**src/rtl/rsp_dma_seq.sv**
```systemverilog
// rsp_dma_seq: beat sequencer for DMA transfers between DBUS and IMEM/DMEM.
// Accepts one transfer descriptor in IDLE, arbitrates for the bus, issues one
// 64-bit beat per granted cycle, drains the 3-stage read pipeline, then
// pulses done. All outputs come straight from flops.
// Optional abort support is compiled in with the macro RSP_DMA_ABORT_EN.
module rsp_dma_seq (
  input  logic       clk,
  input  logic       rst_n,
  input  logic       cfg_valid,
  output logic       cfg_ready,
  input  logic       cfg_imem,
  input  logic       cfg_dir,
  input  logic [11:3] cfg_addr,
  input  logic [8:0] cfg_len,
  input  logic [1:0] cfg_first_mask,
  input  logic [1:0] cfg_last_mask,
  output logic       bus_req,
  input  logic       bus_gnt,
  output logic [11:3] dma_address,
  output logic [1:0] dma_mask,
  output logic       dma_rd_to_dm,
  output logic       dma_dm_to_rd,
  output logic       dma_imem_select,
`ifdef RSP_DMA_ABORT_EN
  input  logic       abort,
  output logic       aborted,
`endif
  output logic       busy,
  output logic       done
);

  typedef enum logic [2:0] {
    S_IDLE  = 3'd0,
    S_ARB   = 3'd1,
    S_XFER  = 3'd2,
    S_DRAIN = 3'd3,
    S_DONE  = 3'd4
  } state_t;

  state_t      r_state;
  state_t      w_next;
  logic        w_issue;
  logic        w_accept;
  logic        w_abort;

  logic [8:0]  r_addr;
  logic [8:0]  r_cnt;
  logic [1:0]  r_first_mask;
  logic [1:0]  r_last_mask;
  logic        r_dir;
  logic        r_first;
  logic        r_last;
  logic [1:0]  r_drain;
  logic        r_abort;

  // Word mask of the beat about to be issued; a single-beat transfer merges both masks.
  function automatic logic [1:0] beat_mask(input logic first, input logic last,
                                           input logic [1:0] fm, input logic [1:0] lm);
    logic [1:0] m;
    m = 2'b11;
    if (first) m = m & fm;
    if (last)  m = m & lm;
    return m;
  endfunction

  assign w_accept = (r_state == S_IDLE) && cfg_valid;

`ifdef RSP_DMA_ABORT_EN
  assign w_abort = abort && ((r_state == S_ARB) || (r_state == S_XFER));
`else
  assign w_abort = 1'b0;
`endif

  // Next-state decode and beat-issue decision.
  always_comb begin
    w_next  = r_state;
    w_issue = 1'b0;
    case (r_state)
      S_IDLE:  if (cfg_valid) w_next = S_ARB;
      S_ARB: begin
        if (w_abort) begin
          w_next = S_DRAIN;
        end else if (bus_gnt) begin
          w_next  = S_XFER;
          w_issue = 1'b1;
        end
      end
      S_XFER: begin
        // The beat presented this cycle is complete; decide whether another follows.
        if (w_abort || r_last) begin
          w_next = S_DRAIN;
        end else if (bus_gnt) begin
          w_issue = 1'b1;
        end else begin
          w_next = S_ARB;
        end
      end
      S_DRAIN: if (r_drain == 2'd2) w_next = S_DONE;
      S_DONE:  w_next = S_IDLE;
      default: w_next = S_IDLE;
    endcase
  end

  // State register and sequencing flags (first/last beat, drain count, abort record).
  always_ff @(posedge clk or negedge rst_n) begin
    if (!rst_n) begin
      r_state <= S_IDLE;
      r_first <= 1'b0;
      r_last  <= 1'b0;
      r_drain <= 2'd0;
      r_abort <= 1'b0;
    end else begin
      r_state <= w_next;
      r_drain <= (r_state == S_DRAIN) ? r_drain + 2'd1 : 2'd0;
      if (w_accept) begin
        r_first <= 1'b1;
        r_last  <= 1'b0;
        r_abort <= 1'b0;
      end else begin
        if (w_issue) begin
          r_first <= 1'b0;
          r_last  <= (r_cnt == 9'd0);
        end
        if (w_abort) r_abort <= 1'b1;
      end
    end
  end

  // Descriptor capture and next-beat address/counter; held across grant stalls.
  always_ff @(posedge clk) begin
    if (w_accept) begin
      r_addr       <= cfg_addr;
      r_cnt        <= cfg_len;
      r_first_mask <= cfg_first_mask;
      r_last_mask  <= cfg_last_mask;
      r_dir        <= cfg_dir;
    end else if (w_issue) begin
      r_addr <= r_addr + 9'd1;
      r_cnt  <= r_cnt - 9'd1;
    end
  end

  // Registered outputs, computed from the next state so they line up with it.
  always_ff @(posedge clk or negedge rst_n) begin
    if (!rst_n) begin
      cfg_ready       <= 1'b1;
      busy            <= 1'b0;
      bus_req         <= 1'b0;
      done            <= 1'b0;
      dma_rd_to_dm    <= 1'b0;
      dma_dm_to_rd    <= 1'b0;
      dma_address     <= 9'd0;
      dma_mask        <= 2'b00;
      dma_imem_select <= 1'b0;
    end else begin
      cfg_ready    <= (w_next == S_IDLE);
      busy         <= (w_next != S_IDLE);
      bus_req      <= (w_next == S_ARB) || (w_next == S_XFER);
      done         <= (w_next == S_DONE);
      dma_rd_to_dm <= w_issue && !r_dir;
      dma_dm_to_rd <= w_issue && r_dir;
      if (w_issue) begin
        dma_address <= r_addr;
        dma_mask    <= beat_mask(r_first, (r_cnt == 9'd0), r_first_mask, r_last_mask);
      end
      if (w_accept) dma_imem_select <= cfg_imem;
    end
  end

`ifdef RSP_DMA_ABORT_EN
  // Abort indication accompanies the done pulse of an abandoned transfer.
  always_ff @(posedge clk or negedge rst_n) begin
    if (!rst_n) aborted <= 1'b0;
    else        aborted <= (w_next == S_DONE) && (r_abort || w_abort);
  end
`endif

endmodule

```
**config.mk**
```make
export PLATFORM = sky130hd
export DESIGN_NAME = rsp_dma_seq
export DESIGN_NICKNAME = d
export VERILOG_FILES = /design/src/rtl/rsp_dma_seq.sv
export SDC_FILE = /design/constraint.sdc
export NUM_CORES = 1
export LEC_CHECK = 0
export BUFFER_PORTS_ARGS = -buffer_cell sky130_fd_sc_hd__buf_4
export CAP_MARGIN = 20
export CORE_ASPECT_RATIO = 2
export CORE_UTILIZATION = 53
export CTS_CLUSTER_SIZE = 14
export DETAILED_ROUTE_END_ITERATION = 12
export HOLD_SLACK_MARGIN = 0.05
export MAX_ROUTING_LAYER = met4
export PLACE_DENSITY = 0.79
export SETUP_SLACK_MARGIN = 0.02
export SLEW_MARGIN = 20
export SYNTH_ARGS = -nofsm -noshare
export SYNTH_HDL_FRONTEND = slang
export SYNTH_SLANG_ARGS = --single-unit
```
**constraint.sdc**
```tcl
create_clock -name clk -period 2.77 [get_ports clk]
set_input_delay 0.554 -clock clk [delete_from_list [all_inputs] [get_ports clk]]
set_output_delay 0.554 -clock clk [all_outputs]
set_load 0.05 [all_outputs]
```
# Word-level counts from Yosys, hierarchy flattened
# Cells that the tools add are included.
[totals]
ram_bits = 0
regBits = 48
input_bits = 28
word_cells = 60
latch_bits = 0
romBits = 0
output_inout_bits = 18
memories = 0
[op_classes]
bitwise = 1
n_mux = 21
magnitude_cmp = 0
multipliers = 0
n_shift = 0
n_eq_ne = 7
reduce_logical = 10
n_div = 0
addsub = 3
[ops]
columns = ["op", "count"]
rows = [
  ["9-bit two-way mux", 4],
  ["3-bit two-way mux", 5],
  ["3-bit one-hot mux with 4 select lines", 1],
  ["9-bit by 1-bit adder with 9-bit output (second input constant)", 1],
  ["3-bit by 2-bit == test with 1-bit output (second input constant)", 3],
  ["9-bit zero test", 1],
  ["9-bit by 1-bit subtractor with 9-bit output (second input constant)", 1],
  ["2-bit two-way mux", 4],
  ["3-bit by 1-bit == test with 1-bit output (second input constant)", 2],
  ["3-bit zero test", 2],
  ["1-bit two-way mux", 6],
  ["3-bit == test (second input constant)", 1],
  ["1-bit logical AND", 3],
  ["3-bit nonzero test", 1],
  ["2-bit by 1-bit adder with 2-bit output (second input constant)", 1],
  ["2-bit AND", 1],
  ["2-bit == test (second input constant)", 1],
  ["1-bit one-hot mux with 2 select lines", 1],
  ["2-bit nonzero test", 1],
  ["1-bit zero test", 1],
  ["1-bit logical OR", 1],
]

# Longest topological paths before layout
[depth]
word_depth = 6
depth_mapped = 7

# Worst setup path after synthesis
# Ideal clock, no wire load.
[synth_path]
path_type = "input port to flip-flop"
start = "in bus_gnt"
end = "reg r_addr[0], enable pin"
path_stages = 5
setup_time_ns = 0.377
slack_ns = 0.500
n_path_buf = 1
arrival_time_ns = 1.892
cell_sequence = "o21ai_2 a2111oi_4 nand3_4 buf_6 nand2b_1"
[synth_via]
elab_chain_len = 4
[synth_lines]
columns = ["element", "line", "text"]
rows = [
  ["start, declared", "18", "input logic bus_gnt,"],
  ["1-bit two-way mux (*)", "83, 92", ""],
  ["1-bit two-way mux", "90", "if (w_abort || r_last) begin"],
  ["1-bit one-hot mux with 2 select lines (*)", "78", "case (r_state)"],
  ["2-bit nonzero test (no line) (*)", "--", ""],
  ["end signal, assigned", "132", "r_addr <= cfg_addr;"],
  ["end signal, assigned", "138", "r_addr <= r_addr + 9'd1;"],
  ["end, declared", "46", "logic [8:0] r_addr;"],
]
# Mark *: on every way between the ends. The rest lies on a longest branch, timed or not.
# A chain may end at the register's enable or synchronous reset.

==> flow_metrics.tcl <==
set metrics [dict create \
    status "complete, no violations" \
    fin_cells 275 \
    core-area_um2 3880 \
    synth.distinct_cells 36 \
    dp_slack_ps 735 \
    criticalPathCategory "reg -> reg" \
    rows 32 \
    first_pass_iters 4 \
    hold_violations 0 \
    ys_seq_elements 48 \
    cts_buffer_depth 2 \
    drc 0 \
    wl_um 3840 \
    multi_input_area_um2 788 \
    worst_slack_ps 796 \
    synth_edf_count 23 \
    worstPathMaxFanout 18 \
    regArea_um2 1320 \
    worstMarginPinSlew_ps 603 \
    htree_num_levels 2 \
    vias 1416 \
    swShare 0.410 \
    dp_hpwl_um 2940 \
    final_cell_mix "48 x buf_4, 24 x dfrtp_1, 23 x edfxtp_1, 18 x nand2_1, 17 x o21ai_0" \
    layout.nets 254 \
    postLayoutCoreUtil 0.687 \
    num_io_pins 46 \
    fillers 313 \
    grt_remaining_overflow 0 \
    antenna_left 0 \
    cp-startpoint "r_drain[0]" \
    grt_pass1_wl_um 6150 \
    post_cts_buffers 0 \
    post_cts_resized 0 \
    cts_hold_buf 0 \
    synthCells 174 \
    setup_violations 0 \
    die_h_um 92.3 \
    synthFlopType "dfrtp_1" \
    syn_to_final_growth_pct 23.3 \
    syn_nets 205 \
    cts_sinks 48 \
    finalSetupTns_ps 0 \
    drive_gt1_frac 0.317 \
    post-route-min-period_ps 1970 \
    vias_per_cell 5.15 \
    yosysTopAreaCellShare 0.319 \
    yosysWarningCount 0 \
    critPathRequiredTime_ps 2760 \
    cts_root_buf "clkbuf_8" \
    clk_pin_slew_ps 80 \
    regToRegStartpoint "r_drain[0]" \
    first_iter_violations 34 \
    wl_per_cell_um 14.0 \
    fmax_mhz 507 \
    power_mw 3.50 \
    antenna_found_initial 0 \
    p_sw_mw 1.44 \
    p_per_area_nw_per_um2 1310 \
    irDropWorstVdd_mv 0.746 \
    max_cap_viol_count 0 \
    avgSynthCellArea_um2 12.4 \
    worstSetupEndpointType "flip-flop" \
    clkPwrFrac 0.128 \
    skew_ps 5.38 \
    critPathArrivalTime_ps 1960 \
    final_common_cell "buf_4" \
    leakagePower_nw 1.13 \
    start_kind "flip-flop" \
    rsz0062_at_grt "false" \
    die_w_um 47.2 \
    gp_congestion 0.739 \
    port-buffer-count 45 \
    numCtsBuffers 5 \
    synth_largest_area_cell "edfxtp_1" \
    synth-seq-area-share 0.609 \
    final_max_slew_viol_count 0 \
    grt_max_degree 45 \
    p_int_mw 2.07 \
    dieArea_um2 4350 \
    reg2regPathDepth 7 \
    place_inst 267 \
    diodes 0 \
    insertion_delay_ps 300 \
    initial_core_util 0.557 \
    netlist_area_um2 2160 \
    comb_power_share 0.457 \
    grt_use_total 0.207 \
    grt_pass1_vias 1388 \
    synth_area_leaders "edfxtp_1 32%, dfrtp_1 28%, mux2_2 4.2%, o21ai_0 3.9%, xnor2_1 3.2%" \
    post-route-period-util 0.713 \
    tritoncts "yes" \
    seq_power_share 0.415 \
    hold_path_class "in -> async" \
    ys_async_sr_fraction 0.521 \
    max_slew_margin 0.597 \
]
Yosys cell counts, types with 2 or more instances:
cell      instances
dfrtp_1          24
edfxtp_1         23
nand2_1          18
o21ai_0          17
inv_1             9
nor2_1            9
mux2_2            8
xnor2_1           8
xor2_1            6
nand3_1           5
nor3_1            4
nor3b_1           4
and3_1            3
clkbuf_1          3
ha_1              3
mux2_4            3
mux2i_1           3
nand2b_1          3
a21o_1            2
a31oi_1           2
o22ai_1           2
layer usage:
layer,track usage,part of all wire,up-vias
li1,-,-,712
met1,0.215,0.38,661
met2,0.361,0.57,36
met3,0.0468,0.033,7
met4,0.0714,0.016,0
met5,-,0,-
final timing paths:
path                                  endpoint  slack (ps)
max in group asynchronous            cfg_ready        2360
worst max-delay path                 r_addr[3]         800
worst max register to register       r_addr[3]         800
min in group clk                         r_dir         430
worst min-delay path            dma_address[3]         130
worst min register to register    dma_rd_to_dm         430
cell families after synthesis:
kind of cell / after synthesis / synth area share
simple gates: 53 / 0.130
flops: 48 / 0.609
compound gates: 27 / 0.0804
buf+inv: 15 / 0.0301
xor+xnor: 14 / 0.0567
mux: 14 / 0.0764
fa+ha+maj: 3 / 0.0174
power by group through the flow:
stage / registers, mW / logic, mW / clock network [mW]
after floorplan: 1.81 / 0.799 / 0
after global placement: 1.45 / 1.56 / 0
after detailed placement: 1.47 / 1.61 / 0
after CTS: 1.46 / 1.62 / 0.462
after global routing: 1.50 / 1.73 / 0.494
final: 1.46 / 1.60 / 0.447
state kept, by name, summed over array words and instances, names as in the netlist, 2 cells and up:
name and count:
dma_address 9, r_addr 9, r_cnt 9, r_state 3, dma_mask 2, r_drain 2, r_first_mask 2, r_last_mask 2
metrics by stage:
stage / instance area (µm²) / hold WS [ps]
floorplan: 2160 / 258
global placement: 2560 / 417
detailed placement: 2560 / 417
CTS: 2670 / 133
global route: 2670 / 146
finish: 2670 / 135
worst max-delay path, cell delays in order (launching register included):
cell	delay, ps
dfrtp_1	350
inv_1	50
ha_1	230
and3_1	230
a2111oi_4	360
nand3_4	110
nand2b_1	90
buf_4	250
layout make-up:
cell class                      instances  area share
Inverter                                9      0.0127
Timing Repair Buffer                   48       0.135
Clock buffer                            7      0.0366
Clock inverter                          1     0.00188
Tap cell                               51      0.0239
Sequential cell                        48       0.494
Multi-Input combinational cell        111       0.296
Note: power is estimated with default switching activity, not from simulation.
